$ cat src/rtl/trace_fifo_mc.sv
// Multi-channel trace buffer: round-robin merge of NUM_CH producers into one circular store, FWFT output.
// Latency: a record accepted in cycle N is visible on the output in cycle N+1.
// Backpressure: OVERWRITE=0 stalls producers when full (unless popping); OVERWRITE=1 drops the oldest record.
// Optional statistics outputs (drop_cnt, high_water) exist when TRACE_FIFO_MC_STATS_EN is defined.
module trace_fifo_mc #(
  parameter int DATA_W    = 32,
  parameter int DEPTH     = 16,
  parameter int NUM_CH    = 2,
  parameter int OVERWRITE = 0
) (
  input  logic                                       i_clk,
  input  logic                                       i_rst,
  input  logic [NUM_CH-1:0]                          i_in_valid,
  input  logic [NUM_CH*DATA_W-1:0]                   i_in_data,
  output logic [NUM_CH-1:0]                          o_in_ready,
  output logic                                       o_out_valid,
  output logic [DATA_W-1:0]                          o_out_data,
  output logic [((NUM_CH > 1) ? $clog2(NUM_CH) : 1)-1:0] o_out_ch,
  input  logic                                       i_out_ready,
  output logic [$clog2(DEPTH+1)-1:0]                 o_count,
  output logic                                       o_full
`ifdef TRACE_FIFO_MC_STATS_EN
  ,
  output logic [15:0]                                o_drop_cnt,
  output logic [$clog2(DEPTH+1)-1:0]                 o_high_water
`endif
);

  localparam int CH_W  = (NUM_CH > 1) ? $clog2(NUM_CH) : 1;
  localparam int PTR_W = $clog2(DEPTH);
  localparam int CNT_W = $clog2(DEPTH+1);

  logic [DATA_W-1:0] r_mem_dat [DEPTH];
  logic [CH_W-1:0]   r_mem_ch  [DEPTH];
  logic [PTR_W-1:0]  r_wr_ptr;
  logic [PTR_W-1:0]  r_rd_ptr;
  logic [CNT_W-1:0]  r_count;
  logic [CH_W-1:0]   r_rr_ptr;

  logic              w_gnt_vld;
  logic [CH_W-1:0]   w_gnt_idx;
  logic [CH_W-1:0]   w_cand;
  logic [DATA_W-1:0] w_gnt_dat;
  logic              w_full;
  logic              w_pop;
  logic              w_elig;
  logic              w_push;
  logic              w_ovw;
  logic [CNT_W-1:0]  w_count_nxt;

  // Round-robin search over valid channels, starting at r_rr_ptr.
  always_comb begin
    w_gnt_vld = 1'b0;
    w_gnt_idx = '0;
    w_cand    = '0;
    for (int k = 0; k < NUM_CH; k++) begin
      w_cand = CH_W'((int'(r_rr_ptr) + k) % NUM_CH);
      if (!w_gnt_vld && i_in_valid[w_cand]) begin
        w_gnt_vld = 1'b1;
        w_gnt_idx = w_cand;
      end
    end
  end

  assign w_gnt_dat   = i_in_data[w_gnt_idx*DATA_W +: DATA_W];
  assign w_full      = (r_count == CNT_W'(DEPTH));
  assign o_out_valid = (r_count != '0);
  assign w_pop       = o_out_valid & i_out_ready;
  // A full buffer can still take a record when the head leaves in the same cycle.
  assign w_elig      = (OVERWRITE != 0) || !w_full || w_pop;
  assign w_push      = w_gnt_vld & w_elig & ~i_rst;
  // Overwrite-oldest: full, pushing, nobody popping -> head is discarded.
  assign w_ovw       = w_push & w_full & ~w_pop;

  // One-hot accept to the granted channel only.
  always_comb begin
    o_in_ready = '0;
    for (int c = 0; c < NUM_CH; c++) begin
      o_in_ready[c] = w_push && (w_gnt_idx == CH_W'(c));
    end
  end

  // Occupancy for next cycle; overwrite keeps the buffer at DEPTH.
  always_comb begin
    w_count_nxt = r_count;
    if (w_push && !w_pop && !w_full) begin
      w_count_nxt = r_count + 1'b1;
    end else if (w_pop && !w_push) begin
      w_count_nxt = r_count - 1'b1;
    end
  end

  // Storage write; contents need no reset because count gates the output.
  always_ff @(posedge i_clk) begin
    if (w_push) begin
      r_mem_dat[r_wr_ptr] <= w_gnt_dat;
      r_mem_ch[r_wr_ptr]  <= w_gnt_idx;
    end
  end

  // Pointer, occupancy and arbitration state.
  always_ff @(posedge i_clk) begin
    if (i_rst) begin
      r_wr_ptr <= '0;
      r_rd_ptr <= '0;
      r_count  <= '0;
      r_rr_ptr <= '0;
    end else begin
      if (w_push) begin
        r_wr_ptr <= r_wr_ptr + 1'b1;
        r_rr_ptr <= (w_gnt_idx == CH_W'(NUM_CH-1)) ? '0 : w_gnt_idx + 1'b1;
      end
      if (w_pop || w_ovw) begin
        r_rd_ptr <= r_rd_ptr + 1'b1;
      end
      r_count <= w_count_nxt;
    end
  end

  // First-word fall-through head, forced to zero while empty.
  assign o_out_data = o_out_valid ? r_mem_dat[r_rd_ptr] : '0;
  assign o_out_ch   = o_out_valid ? r_mem_ch[r_rd_ptr]  : '0;
  assign o_count    = r_count;
  assign o_full     = w_full;

`ifdef TRACE_FIFO_MC_STATS_EN
  logic [15:0]      r_drop_cnt;
  logic [CNT_W-1:0] r_high_water;

  // Saturating drop counter and peak occupancy tracker.
  always_ff @(posedge i_clk) begin
    if (i_rst) begin
      r_drop_cnt   <= '0;
      r_high_water <= '0;
    end else begin
      if (w_ovw && (r_drop_cnt != 16'hFFFF)) begin
        r_drop_cnt <= r_drop_cnt + 16'd1;
      end
      if (w_count_nxt > r_high_water) begin
        r_high_water <= w_count_nxt;
      end
    end
  end

  assign o_drop_cnt   = r_drop_cnt;
  assign o_high_water = r_high_water;
`endif

endmodule

$ cat config.mk
export PLATFORM = sky130hd
export DESIGN_NAME = trace_fifo_mc
export DESIGN_NICKNAME = d
export VERILOG_FILES = /design/src/rtl/trace_fifo_mc.sv
export SDC_FILE = /design/constraint.sdc
export NUM_CORES = 1
export LEC_CHECK = 0
export CORE_ASPECT_RATIO = 1.5
export CORE_MARGIN = 8
export CORE_UTILIZATION = 55
export CTS_CLUSTER_DIAMETER = 120
export DETAILED_ROUTE_END_ITERATION = 12
export GPL_TIMING_DRIVEN = 0
export PLACE_DENSITY = 0.79
export SLEW_MARGIN = 20
export SYNTH_ARGS = -nofsm -noshare
export SYNTH_HDL_FRONTEND = slang
export SYNTH_SLANG_ARGS = --single-unit
$ cat constraint.sdc
create_clock -name i_clk -period 6.2 [get_ports i_clk]
set_input_delay 1.24 -clock i_clk [delete_from_list [all_inputs] [get_ports i_clk]]
set_output_delay 1.24 -clock i_clk [all_outputs]
set_load 0.01 [all_outputs]
==> key figures, run 1 <==
Cells and area
  – # diodes: 0
  – Most frequent cells in the layout: 528 x edfxtp_1, 132 x mux4_2, 108 x clkdlybuf4s50_1
  – Most common cell after layout, fill and taps aside: edfxtp_1
  – Post-layout util: between 60% and 70%
  – Footprint of the multi-input gates: about 5000 sq um
  – Seq. cell area: between 15000 and 20000 sq um
  – Nets: 1277
  – Area Overhead vs Synth: 17.8%
  – Layout cell share with drive strength beyond 1: 26.8%
  – Fillers: between 2k and 2.5k

Logic synthesis
  – Yosys reg bits: roughly 550
  – Net count after synthesis: between 1k and 1.5k
  – Synthesized instance count: approximately 1.0k
  – Synth warnings: 0
  – Cell area after synthesis: around 21000 sq um
  – Yosys cell types: 46
  – Fraction of registers with async set/reset: 0%
  – Post-synth EDFFs: 528
  – Seq/Total Area, Yosys: roughly 75%
  – Ys flop type: edfxtp_1
  – Synth Area per Inst: about 21 sq um

Timing
  – RSZ-0062 raised after global routing: false
  – Least-Margin Pin Slew: roughly 0.93 ns
  – Relative slew slack: around two fifths
  – Tcrit/Tclk final: a little over four fifths
  – Tmin final: ~5.2 ns
  – Hold Fails Final Rpt: 0
  – Final setup viols: 0
  – Fmax: between 0.15 and 0.2 GHz
  – Skew final: ~0.012 ns
  – Slew Limit Fails: 0

Power and ir drop
  – Leakage dissipation: about 7.8 nW
  – Total power: roughly 9.9 mW
  – Pwr Density: around 400 nW/um^2
  – Max IR drop VDD: ~0.23 mV

Floorplanning
  – Std-Cell Rows: slightly below 90
  – Die ar.: about 46000 sq um
  – Core area: between 30000 and 40000 sq um
  – Initial core utilization: approximately 56%
  – DIE HEIGHT: between 200 and 300 um
  – Io pins: approximately 110
  – Die W: around 180 um

Worst setup path
  – WS Path Type: in2out
  – Most used cell, CP: clkdlybuf4s50_1
  – Required @ worst endpoint: about 5.0 ns
  – Crit end category: output port
  – R2r endpoint: r_mem_dat[2][21]
  – Crit path arrival time: between 3 and 4 ns
  – Crit path max fanout: 10
  – Critical path origin: i_in_valid[0]
  – Reg-to-reg startpoint: o_count[0]
  – Crit start category: input port
  – Crit-path slowest cell: clkbuf_2
  – Worst Path Buf+Inv: 4
  – Critical path's largest stage delay: roughly 0.7 ns
  – Internal reg-to-reg setup slack: about 3.2 ns
  – Crit path cell chain: clkdlybuf4s50_1 > inv_1 > o21ai_2 > clkbuf_2 > and2_1 > clkdlybuf4s50_1
  – Register-to-Register Path Depth: 6
  – Cell family contributing the most delay on the critical path: buffers and inverters

Route
  – First-pass DRT Iterations: 5
  – Antenna Nets Post-Route: 0
  – Starting DRT DRC Count: between 1k and 1.5k
  – Routed WL: slightly above 50 mm
  – Vias per cell: between 6 and 7
  – # DRC: 0
  – Via count: 11.1k
  – Routed len/inst: 29.1 um

Global route
  – Total GRT Usage: 22.1%
  – Gr ovfl total: 0
  – Pin count of the biggest net entering global routing: 23
  – M2 GR Usage: about two fifths
  – Top Usage Layer GRT: met2
  – First-pass GRT wire length: 74.4 mm
  – Met3 usage: under 10%
  – M1 GR Usage: 25.9%
  – Vias in the first global route: 11.9k
  – Initial antenna violation count: 0

Clock network
  – Post_cts resized: 0
  – Maximum clock path buffer count: 3
  – CTS tree: done
  – CTS Hold Bufs: 0
  – CTS Sinks: ~550
  – Post-CTS Setup Repair Bufs: 0
  – Clk Latency, worst-skew pair: approximately 0.56 ns
  – H-tree depth: 2
  – Num CTS Buffers: 47
  – CTS clk-pin slew, worst paths: 0.07 ns
  – Clock Tree Root: clkbuf_16

Place
  – Port Buffer Count: 108
  – HPWL after detailed placement: between 30 and 40 mm
  – GPL Wtd Cong: between 0.7 and 0.8

Hold path
  – Hold Crit Start: r_rd_ptr[1]
  – Min-Delay Path Class: reg2reg
  – WHS Endpoint: r_rd_ptr[1]
  – Hold Path Stages: 2

Status
  – Status: finished, final reports clean

Flow run
  – Max cap viols: 0
power by group:
| group | switching [mW] | total, mW | internal (mW) |
|---|---|---|---|
| Combinational | 1.52 | 2.74 | 1.22 |
| Sequential | 0.0613 | 4.26 | 4.20 |
| Clock | 1.28 | 2.94 | 1.67 |
| Total | 2.85 | 9.94 | 7.09 |
worst max path at each step:
stage                             endpoint  slack (ns)  cells after the start
final                        o_in_ready[0]        1.00                      6
after global routing         o_in_ready[0]        0.95                      6
after CTS                    o_in_ready[0]        0.92                      6
after detailed placement     o_in_ready[0]        0.90                      6
after global placement    r_mem_dat[0][17]       -1.75                      5
after floorplan                r_mem_ch[0]        1.32                      5
per-stage QoR:
| stage | std cells | area, sq um | setup WS [ns] | TNS, ns | hold WS, ns |
|---|---|---|---|---|---|
| after floorplan | 1011 | 21500 | 1.32 | 0 | 0.468 |
| after global placement | 1614 | 23200 | -1.75 | -200.42 | 0.486 |
| after detailed placement | 1645 | 23800 | 0.895 | 0 | 0.511 |
| after CTS | 1732 | 25300 | 0.920 | 0 | 0.521 |
| after global routing | 1732 | 25300 | 0.945 | 0 | 0.538 |
| final | 1732 | 25300 | 1.00 | 0 | 0.520 |
registers in the layout (all words and copies together), names as in the netlist, named ones only:
signal and flops:
r_rr_ptr 1, r_mem_dat 512, r_mem_ch 16, r_rd_ptr 4, o_count 5, r_wr_ptr 4
Yosys cell counts, types with 2 or more instances:
master / n / area (sq um)
o211ai_1: 34 / 255
buf_4: 2 / 15.0
a211oi_1: 2 / 15.0
nand2_1: 8 / 30.0
xor2_1: 4 / 35.0
buf_2: 36 / 180
buf_1: 6 / 22.5
nand3_1: 72 / 360
mux2_2: 32 / 360
dfxtp_1: 18 / 360
a21oi_1: 5 / 25.0
nor3_1: 6 / 30.0
clkbuf_1: 17 / 63.8
and2_1: 2 / 12.5
o21ai_1: 2 / 10.0
nor2_1: 21 / 78.8
ha_1: 8 / 100
mux4_2: 132 / 2970
nor2b_1: 5 / 31.3
edfxtp_1: 528 / 15900
nand2b_1: 4 / 25.0
nand4_1: 2 / 12.5
mux2i_1: 35 / 350
xnor2_1: 2 / 17.5
inv_1: 7 / 26.3
worst reg2reg max path, delay by kind of cell, from the launching register on:
kind	cells	cell delay, ns
AO/OA/AOI/OAI	1	0.51
buffers and inverters	2	0.56
flip-flops	1	0.51
AND/OR/NAND/NOR	3	1.11
kinds of logic (layout without fill, tap and decap cells):
logic type | Yosys count | in the layout | share of synthesized area [%]
compound gates | 56 | 56 | 2.14
simple gates | 125 | 125 | 2.91
xor+xnor | 6 | 6 | 0.245
fa+ha+maj | 9 | 9 | 0.559
buf+inv | 69 | 295 | 1.46
mux | 200 | 200 | 17.2
flops | 546 | 546 | 75.5
per-layer routing:
| metal | routed length [um] | vias to the layer above |
|---|---|---|
| met2 | 27400 | 632 |
| met3 | 3850 | 109 |
| met1 | 17500 | 5745 |
| met4 | 1610 | 0 |
| li1 | - | 4594 |
| met5 | 0 | - |
layout make-up:
cell class	instances	share of cell area [%]
clock inverters	29	1.08
repair buffers	139	6.09
well taps	495	2.45
inverters	7	0.104
plain buffers	62	1.14
multi-input cells	396	20.0
clock buffers	58	5.02
flip-flops and latches	546	64.1
Power figures use the tool's default switching activity.
==> run 2: changes to the inputs <==
Clock period 6.2 ns to 5.2 ns, I/O delays scaled along.
==> results of run 2 <==
Same layout as run 1 (identical final DEF). Status: finished, final reports clean.
Among the figures that moved: setup slack after placement 0.895 ns -> 0.295 ns; setup slack after layout 1.00 ns -> 0.400 ns; register-to-register setup slack 3.19 ns -> 2.19 ns; total power 9.94 mW -> 11.9 mW; worst IR drop on VDD 0.227 mV -> 0.270 mV
==> run 3: changes to the inputs <==
Settings changed: CTS_BUF_LIST set to sky130_fd_sc_hd__clkbuf_8 sky130_fd_sc_hd__clkbuf_16, GPL_TIMING_DRIVEN 0 to not set.
==> run 3 against run 2 <==
Net effect: fmax increased by 5.2%; utilization decreased by 1.3 points; critical path type is now reg2out; clock power down 6.8%; register-to-register slack improved by 0.36 ns; setup slack better by 0.24 ns; hold slack got worse by 0.012 ns; largest cell class unchanged.
==> key figures, run 3 (same netlist as run 1, synthesis figures left out) <==
Route
  – Via count: 10.6k (-4.8%)
  – Starting DRT DRC Count: 958 (-26%)
  – Routed WL: 46.5 mm (-7.7%)
  – First-pass DRT Iterations: 5 (unchanged)
  – Antenna Nets Post-Route: 0 (unchanged)
  – # DRC: 0 (unchanged)
  – Routed len/inst: 27.8 um (-4.2%)
  – Vias per cell: 6.32 (-1.2%)

Clock network
  – Clock Tree Root: clkbuf_16
  – CTS clk-pin slew, worst paths: 0.06 ns (about the same)
  – CTS tree: done
  – Post_cts resized: 0 (unchanged)
  – Post-CTS Setup Repair Bufs: 0 (unchanged)
  – H-tree depth: 2 (unchanged)
  – Num CTS Buffers: 45 (-4.3%)
  – Clk Latency, worst-skew pair: 0.57 ns (about the same)
  – Maximum clock path buffer count: 3 (unchanged)
  – CTS Sinks: 546 (unchanged)
  – CTS Hold Bufs: 0 (unchanged)

Global route
  – Vias in the first global route: 11.3k (-4.9%)
  – First-pass GRT wire length: 69.5 mm (-6.5%)
  – Initial antenna violation count: 0 (unchanged)
  – Total GRT Usage: 20.4% (-1.7 points)
  – Pin count of the biggest net entering global routing: 100 (+330%)
  – Gr ovfl total: 0 (unchanged)

Timing
  – Hold Fails Final Rpt: 0 (unchanged)
  – Least-Margin Pin Slew: 1.06 ns (+0.130 ns)
  – Final setup viols: 0 (unchanged)
  – Tmin final: about 4.6 ns
  – Skew final: 0.0233 ns (+0.0109 ns)
  – Worst hold slack: 0.508 ns (-0.0118 ns)
  – Sum Neg Setup Slack: 0 ns (unchanged)
  – RSZ-0062 raised after global routing: false
  – Relative slew slack: 29.6% (-8.6 points)
  – Fmax: roughly 0.22 GHz
  – Slew Limit Fails: 0 (unchanged)
  – Tcrit/Tclk final: between 80 and 90%

Place
  – GPL Wtd Cong: 0.727 (-1.2%)
  – Placed cell count: 1590 (-3.3%)
  – HPWL after detailed placement: 26.3 mm (-20%)
  – Port Buffer Count: 110 (+1.9%)
  – Post-DP Area: 23400 sq um (-1.5%)

Power and ir drop
  – Pwr Density: approximately 460 nW/um^2
  – Max IR drop VDD: between 0.3 and 0.4 mV
  – Total power: between 10 and 15 mW
  – Leakage dissipation: 7.58 nW (-3.2%)

Cells and area
  – Biggest register: r_mem_dat
  – Nets: 1220 (-4.5%)
  – Area Overhead vs Synth: 15.5%
  – Most common cell after layout, fill and taps aside: edfxtp_1
  – # diodes: 0 (unchanged)
  – Non-Filler Instances: 1670 (-3.6%)
  – Fin area: 24800 sq um (-2.0%)
  – Max FFs per register: 512 (unchanged)
  – Most frequent cells in the layout: 528 x edfxtp_1, 132 x mux4_2, 110 x clkdlybuf4s50_1
  – Layout cell share with drive strength beyond 1: 25.2% (-1.6 points)

Worst setup path
  – Critical path's largest stage delay: 1.05 ns (+0.36 ns)
  – Required @ worst endpoint: ~4.2 ns
  – Crit-path slowest cell: dfxtp_4
  – WS Path Type: reg2out
  – Worst Path Buf+Inv: 2 (-2)
  – Crit path max fanout: 68 (+58)
  – Cell family contributing the most delay on the critical path: flip-flops
  – Critical path depth in cells: 5 (-1)
  – Crit path arrival time: 3.52 ns
  – Crit end category: output port
  – Register-to-Register Path Depth: 7 (+1)
  – Crit path cell chain: and2_2 > buf_4 > nand3_1 > o211ai_1 > clkdlybuf4s50_1
  – Crit start category: register

Floorplanning
  – Initial core utilization: 55.7% (unchanged)
  – Die ar.: 45800 sq um (unchanged)
  – Core area: 38500 sq um (unchanged)
  – DIE HEIGHT: 258 um (unchanged)
  – Std-Cell Rows: 88 (unchanged)
  – Io pins: 111 (unchanged)
  – Die W: 177 um (unchanged)

Hold path
  – Hold Path Stages: 2 (unchanged)
  – Min-Delay Path Class: reg2reg

Status
  – Status: finished, final reports clean

Flow run
  – Max cap viols: 0 (unchanged)
## run 3: final timing paths
kind               start             to  slack (ns)
min reg2reg  r_rd_ptr[1]       register        0.51
max             register  o_out_data[9]        0.64
max reg2reg   o_count[0]     o_count[4]        2.55
min          r_rd_ptr[1]       register        0.51
## run 3: area by class of cell
class	count	area, sq um
Multi-Input combinational cell	396	5090
Clock inverter	33	231
Fill cell	2474	13700
Timing Repair Buffer	146	1430
Inverter	7	26.3
Sequential cell	546	16200
Tap cell	495	619
Clock buffer	47	1180
## run 3: layer usage
layer | global-route usage [%] | routed length, um
met5 | 0 | 0
met4 | 7.82 | 1640
met3 | 2.94 | 2890
met2 | 37.5 | 25800
met1 | 23.6 | 16200
## run 3: worst register-to-register path: cells and delay by family (launching register included)
kind                     cells  cell delay (ns)
AO/OA/AOI/OAI                3             0.71
adder cells (fa/ha/maj)      1             0.33
flip-flops                   1             0.41
multiplexers                 1             0.20
AND/OR/NAND/NOR              2             0.89
## run 3: power breakdown
part | switching, mW | internal [mW]
combinational | 1.55 | 1.39
sequential | 0.120 | 5.01
clock | 1.49 | 1.79
total | 3.15 | 8.19
## run 3: through the flow
step | worst slack, ns | utilization (%)
finish | 0.640 | 64.4
global placement | 1.13 | 60.7
global route | 0.505 | 64.4
CTS | 0.554 | 64.4
detailed placement | 1.12 | 60.7
floorplan | 0.517 | -
